--- src/rtl/instruction_fetch.sv ---
// IF stage and IF/ID register: owns PCF and fetches from a variable-latency memory, one request at a time.
// Optional IFID_BUBBLE_NOP_EN: a flush also turns the IF/ID contents into a NOP bubble with zeroed PCs.
module instruction_fetch #(
    parameter logic [31:0] RESET_PC  = 32'h0000_0000,
    parameter logic [31:0] NOP_INSTR = 32'h0000_0013
) (
    input  logic        clk,
    input  logic        rst,
    output logic        imem_req,
    output logic [31:0] imem_addr,
    input  logic        imem_rvalid,
    input  logic [31:0] imem_rdata,
    input  logic        StallD,
    input  logic        FlushD,
    input  logic        PCSrcE,
    input  logic [31:0] PCTargetE,
    output logic [31:0] InstrD,
    output logic [31:0] PCD,
    output logic [31:0] PCPlus4D,
    output logic        ValidD
);

    localparam logic [31:0] ALIGN_MASK = 32'hFFFF_FFFC;

    typedef enum logic [1:0] {
        IDLE,
        REQ,
        WAIT,
        HOLD
    } state_t;

    state_t      state, state_n;
    logic [31:0] pcf, pcf_n;
    logic [31:0] hold_buf, hold_buf_n;
    logic        discard, discard_n;
    logic        outstanding, outstanding_n;
    logic        load;
    logic [31:0] load_word;
    logic        rsp;
    logic [31:0] target;

    // A response only counts when it answers our own outstanding request.
    assign rsp       = imem_rvalid & outstanding;
    assign target    = PCTargetE & ALIGN_MASK;
    assign imem_addr = pcf;

    always_ff @(posedge clk) begin
        if (rst) begin
            state       <= IDLE;
            pcf         <= RESET_PC;
            hold_buf    <= NOP_INSTR;
            discard     <= 1'b0;
            outstanding <= 1'b0;
        end else begin
            state       <= state_n;
            pcf         <= pcf_n;
            hold_buf    <= hold_buf_n;
            discard     <= discard_n;
            outstanding <= outstanding_n;
        end
    end

    always_comb begin
        state_n       = state;
        pcf_n         = pcf;
        hold_buf_n    = hold_buf;
        discard_n     = discard;
        outstanding_n = outstanding;
        load          = 1'b0;
        load_word     = hold_buf;
        imem_req      = 1'b0;

        case (state)
            IDLE: begin
                state_n = REQ;
            end
            REQ: begin
                imem_req      = 1'b1;
                outstanding_n = 1'b1;
                state_n       = WAIT;
                if (PCSrcE) begin
                    discard_n = 1'b1;
                end
            end
            WAIT: begin
                if (rsp) begin
                    outstanding_n = 1'b0;
                    if (PCSrcE || discard) begin
                        discard_n = 1'b0;
                        state_n   = REQ;
                    end else if (!StallD) begin
                        load      = 1'b1;
                        load_word = imem_rdata;
                        pcf_n     = pcf + 32'd4;
                        state_n   = REQ;
                    end else begin
                        hold_buf_n = imem_rdata;
                        state_n    = HOLD;
                    end
                end else if (PCSrcE) begin
                    discard_n = 1'b1;
                end
            end
            HOLD: begin
                if (PCSrcE) begin
                    state_n = REQ;
                end else if (!StallD) begin
                    load    = 1'b1;
                    pcf_n   = pcf + 32'd4;
                    state_n = REQ;
                end
            end
            default: begin
                state_n = IDLE;
            end
        endcase

        // A redirect overrides any sequential PC advance decided above.
        if (PCSrcE) begin
            pcf_n = target;
        end
    end

    // ValidD drops after every unstalled cycle without a load, so decode sees each word once.
    always_ff @(posedge clk) begin
        if (rst) begin
            InstrD   <= NOP_INSTR;
            PCD      <= 32'h0;
            PCPlus4D <= 32'h0;
            ValidD   <= 1'b0;
        end else if (FlushD) begin
            ValidD   <= 1'b0;
`ifdef IFID_BUBBLE_NOP_EN
            InstrD   <= NOP_INSTR;
            PCD      <= 32'h0;
            PCPlus4D <= 32'h0;
`endif
        end else if (!StallD) begin
            ValidD <= load;
            if (load) begin
                InstrD   <= load_word;
                PCD      <= pcf;
                PCPlus4D <= pcf + 32'd4;
            end
        end
    end

endmodule

--- config.mk ---
export PLATFORM = sky130hd
export DESIGN_NAME = instruction_fetch
export DESIGN_NICKNAME = d
export VERILOG_FILES = /design/src/rtl/instruction_fetch.sv
export SDC_FILE = /design/constraint.sdc
export NUM_CORES = 1
export LEC_CHECK = 0
export BUFFER_PORTS_ARGS = -buffer_cell sky130_fd_sc_hd__buf_2
export CORE_MARGIN = 1
export CORE_UTILIZATION = 54
export CTS_BUF_LIST = sky130_fd_sc_hd__clkbuf_2
export CTS_CLUSTER_DIAMETER = 60
export DETAILED_ROUTE_END_ITERATION = 6
export GPL_ROUTABILITY_DRIVEN = 0
export GPL_TIMING_DRIVEN = 0
export HOLD_SLACK_MARGIN = 0.05
export PLACE_DENSITY = 0.8
export SLEW_MARGIN = 10
export SYNTH_ARGS = -nofsm -noshare
export SYNTH_HDL_FRONTEND = slang
export SYNTH_SLANG_ARGS = --single-unit
--- constraint.sdc ---
create_clock -name clk -period 2.88 [get_ports clk]
set_input_delay 0 -clock clk [delete_from_list [all_inputs] [get_ports clk]]
set_output_delay 0 -clock clk [all_outputs]
set_load 0.01 [all_outputs]
==> results.toml <==
[run_status]
outcome = "complete, but fails checks"
violations = "DRC"

[finish]
regArea_sq_um = 3180
final_layout_size_suffix_gt1_share_pct = 20.5
n_antenna_cell = 0
utilization_pct = 77.4
final_cells = 1414
nFillCells = 899
syn2layout_area_growth_pct = 39.3
mostFrequentLayoutCells = "206 x buf_2, 185 x nand2_1, 159 x dfxtp_1"
finalNetCount = 1305
mostFrequentLayoutCell = "buf_2"
multiInputGateArea_sq_um = 3490

[floorplanning]
die_w_microns = 116
pin_count = 200
fp-row-count = 41
core_area_sq_um = 12700
initial_utilization_pct = 55.5
dieArea_sq_um = 13500
die_h_microns = 116

[setup_path]
cp-start-kind = "flip-flop"
worst-path-stages = 9
reg2reg_to = "InstrD[17]"
rr_worst_depth = 9
ff2ff_setup_slack_ns = 0.21
cp-endpoint = "InstrD[17]"
critPathKind = "reg -> reg"
worstPathRequired_ns = 3.56
slowest_delay_ns = 0.46
path_cells = "inv_1 > ha_1 > buf_2 > nand4b_2 > a2111oi_4 > buf_4 > clkbuf_1 > nor2_1 > a311oi_1"
arrival_ns = 3.35
r2r_start = "state[0]"
cp_max_fo = 10
endpoint_kind = "flip-flop"
startpoint = "state[0]"
path_buf_inv = 4
crit_family = "buffers and inverters"
cpMaxStageDelayCell = "clkbuf_1"

[yosys]
async_flop_share_pct = 0
yosysWarnings = 0
ys_seq_area_share_pct = 45.2
yosysUniqueCellTypes = 47
synthesis.area_sq_um = 7040
synth_edf_count = 0
synth_seq_cells = 159
synthFlopType = "dfxtp_1"
postSynthAreaPerCell_sq_um = 7.99
postSynthCellCount = 881

[hold_path]
hold_class = "in -> reg"
min_from = "PCTargetE[28]"

[place]
post-dp-hpwl_microns = 15500
dp_cells = 1246
io_buffer_count = 188
place_ws_ns = 0.0855

[cts]
clk_path_buf_depth = 2
h-tree-depth = 4
tritoncts = "yes"
clk_latency_ns = 0.76
clock_sinks = 159
clockRootBuffer = "clkbuf_2"
clkTransAtPathRegs_ns = 0.24
numCtsBuffers = 17

[routing]
drc_errors = 1
drt-vias-per-instance = 5.85
routed-via-count = 8267
wirelength_microns = 25100
drtIter0Drc = 1011
firstDrtPassIters = 7
wl_per_cell_microns = 17.7
ant_nets = 0

[global_route]
grt_overflow = 0
grt_usage_pct = 37.8
grt_max_degree = 17
grt_pass1_vias = 7870
antenna_found_initial = 0
grt_first_pass_wirelength_microns = 39000

[pwr]
leakagePower_nw = 3.79
ir_worst_vdd_v = 0.000283
power.density_nw_per_um2 = 408

[sta]
fin_crit_ns = 2.67
worstMarginPinSlew_ns = 0.849
fin_setup_tns_ns = 0
slew_viol_final = 0
finalHoldViolCount = 0
max_slew_margin_pct = 43.4
setup_ws_ns = 0.208
fmax_mhz = 374
finalSetupViolCount = 0
rsz0062_at_grt = "false"
fin_skew_ns = 0.0460
min_period_over_period_pct = 92.8
fin_hold_ws_ns = 0.142

[run]
drv_cap = 0
==> synth_stat cells (2+ instances only) <==
cell type,instances,area share (%)
nand2_1,185,9.9
dfxtp_1,159,45
nor2_1,94,5.0
a21oi_1,78,5.5
clkbuf_1,57,3.0
a211oi_1,43,4.6
o21ai_0,40,2.8
a311oi_1,38,4.7
xnor2_1,32,4.0
buf_2,18,1.3
xor2_1,15,1.9
nand3_1,14,1.0
nor3_1,12,0.85
nor4_1,10,0.89
nand4_1,9,0.80
or3_1,8,0.71
and4_1,7,0.87
inv_1,7,0.37
buf_4,6,0.64
and3_1,5,0.44
ha_1,5,0.89
a211o_1,3,0.37
nand3b_1,3,0.32
o21bai_1,3,0.32
and2_1,2,0.18
buf_1,2,0.11
mux2i_1,2,0.28
nand2b_1,2,0.18
nor2b_1,2,0.18
o211ai_1,2,0.21
o22ai_1,2,0.18
==> state kept, by name, indices dropped and copies added (netlist names) <==
register / cells
imem_addr: 30
hold_buf: 32
PCPlus4D: 30
discard: 1
outstanding: 1
ValidD: 1
InstrD: 32
PCD: 30
state: 2
==> layout make-up <==
class,instances,share of cell area [%]
inverters,8,0.306
well taps,172,2.19
multi-input cells,636,35.6
plain buffers,83,3.69
repair buffers,325,23.5
clock inverters,12,1.24
flip-flops and latches,159,32.5
clock buffers,19,0.970
==> how the worst min path moves through the flow <==
| stage | endpoint | slack (ns) | depth (start not counted) |
|---|---|---|---|
| after floorplan | ValidD | 0.08 | 1 |
| after global placement | ValidD | 0.24 | 2 |
| after detailed placement | ValidD | 0.24 | 2 |
| after CTS | imem_addr[28] | 0.08 | 5 |
| after global routing | imem_addr[28] | 0.13 | 5 |
| final | imem_addr[28] | 0.14 | 5 |
==> tightest hold or removal path, stage by stage <==
cell and delay, ns:
dlygate4sd3_1 0.55, buf_2 0.12, inv_1 0.04, a21oi_1 0.06, o21a_1 0.09
==> repair_timing <==
action / CTS / global route
endpoints found under the hold margin: 156 / 0
resized for setup: 0 / 9
setup buffers: 0 / 2
endpoints found under the setup margin: 0 / 86
hold buffers: 135 / 0
==> layer usage <==
layer	wire [microns]	up-vias	track usage [%]
li1	-	3751	-
met1	9860	3848	45.1
met2	11700	556	62.5
met3	2470	112	9.50
met4	1080	0	20.5
met5	0	-	0
==> through the flow <==
| stage | total power [W] | instance area, sq um |
|---|---|---|
| after floorplan | 0.00254 | 7060 |
| after global placement | 0.00270 | 8210 |
| after detailed placement | 0.00270 | 8210 |
| after CTS | 0.00396 | 9780 |
| after global routing | 0.00413 | 9810 |
| final | 0.00401 | 9810 |
==> power by group <==
part / total [W] / switching [W] / internal (W)
logic: 0.000517 / 0.000258 / 0.000258
registers: 0.00231 / 0.0000611 / 0.00225
clock network: 0.00118 / 0.000794 / 0.000388
==> logic make-up after synthesis <==
logic type	synth area share (%)
xor gates and xnor gates	5.85
DFF	45.2
AOI/OAI and AO/OA	19.7
and+or+nand+nor	22.5
adders and majority gates	0.889
muxes	0.284
other	0.0533
buffers and inverters	5.49
(Power assumes the default switching activity.)
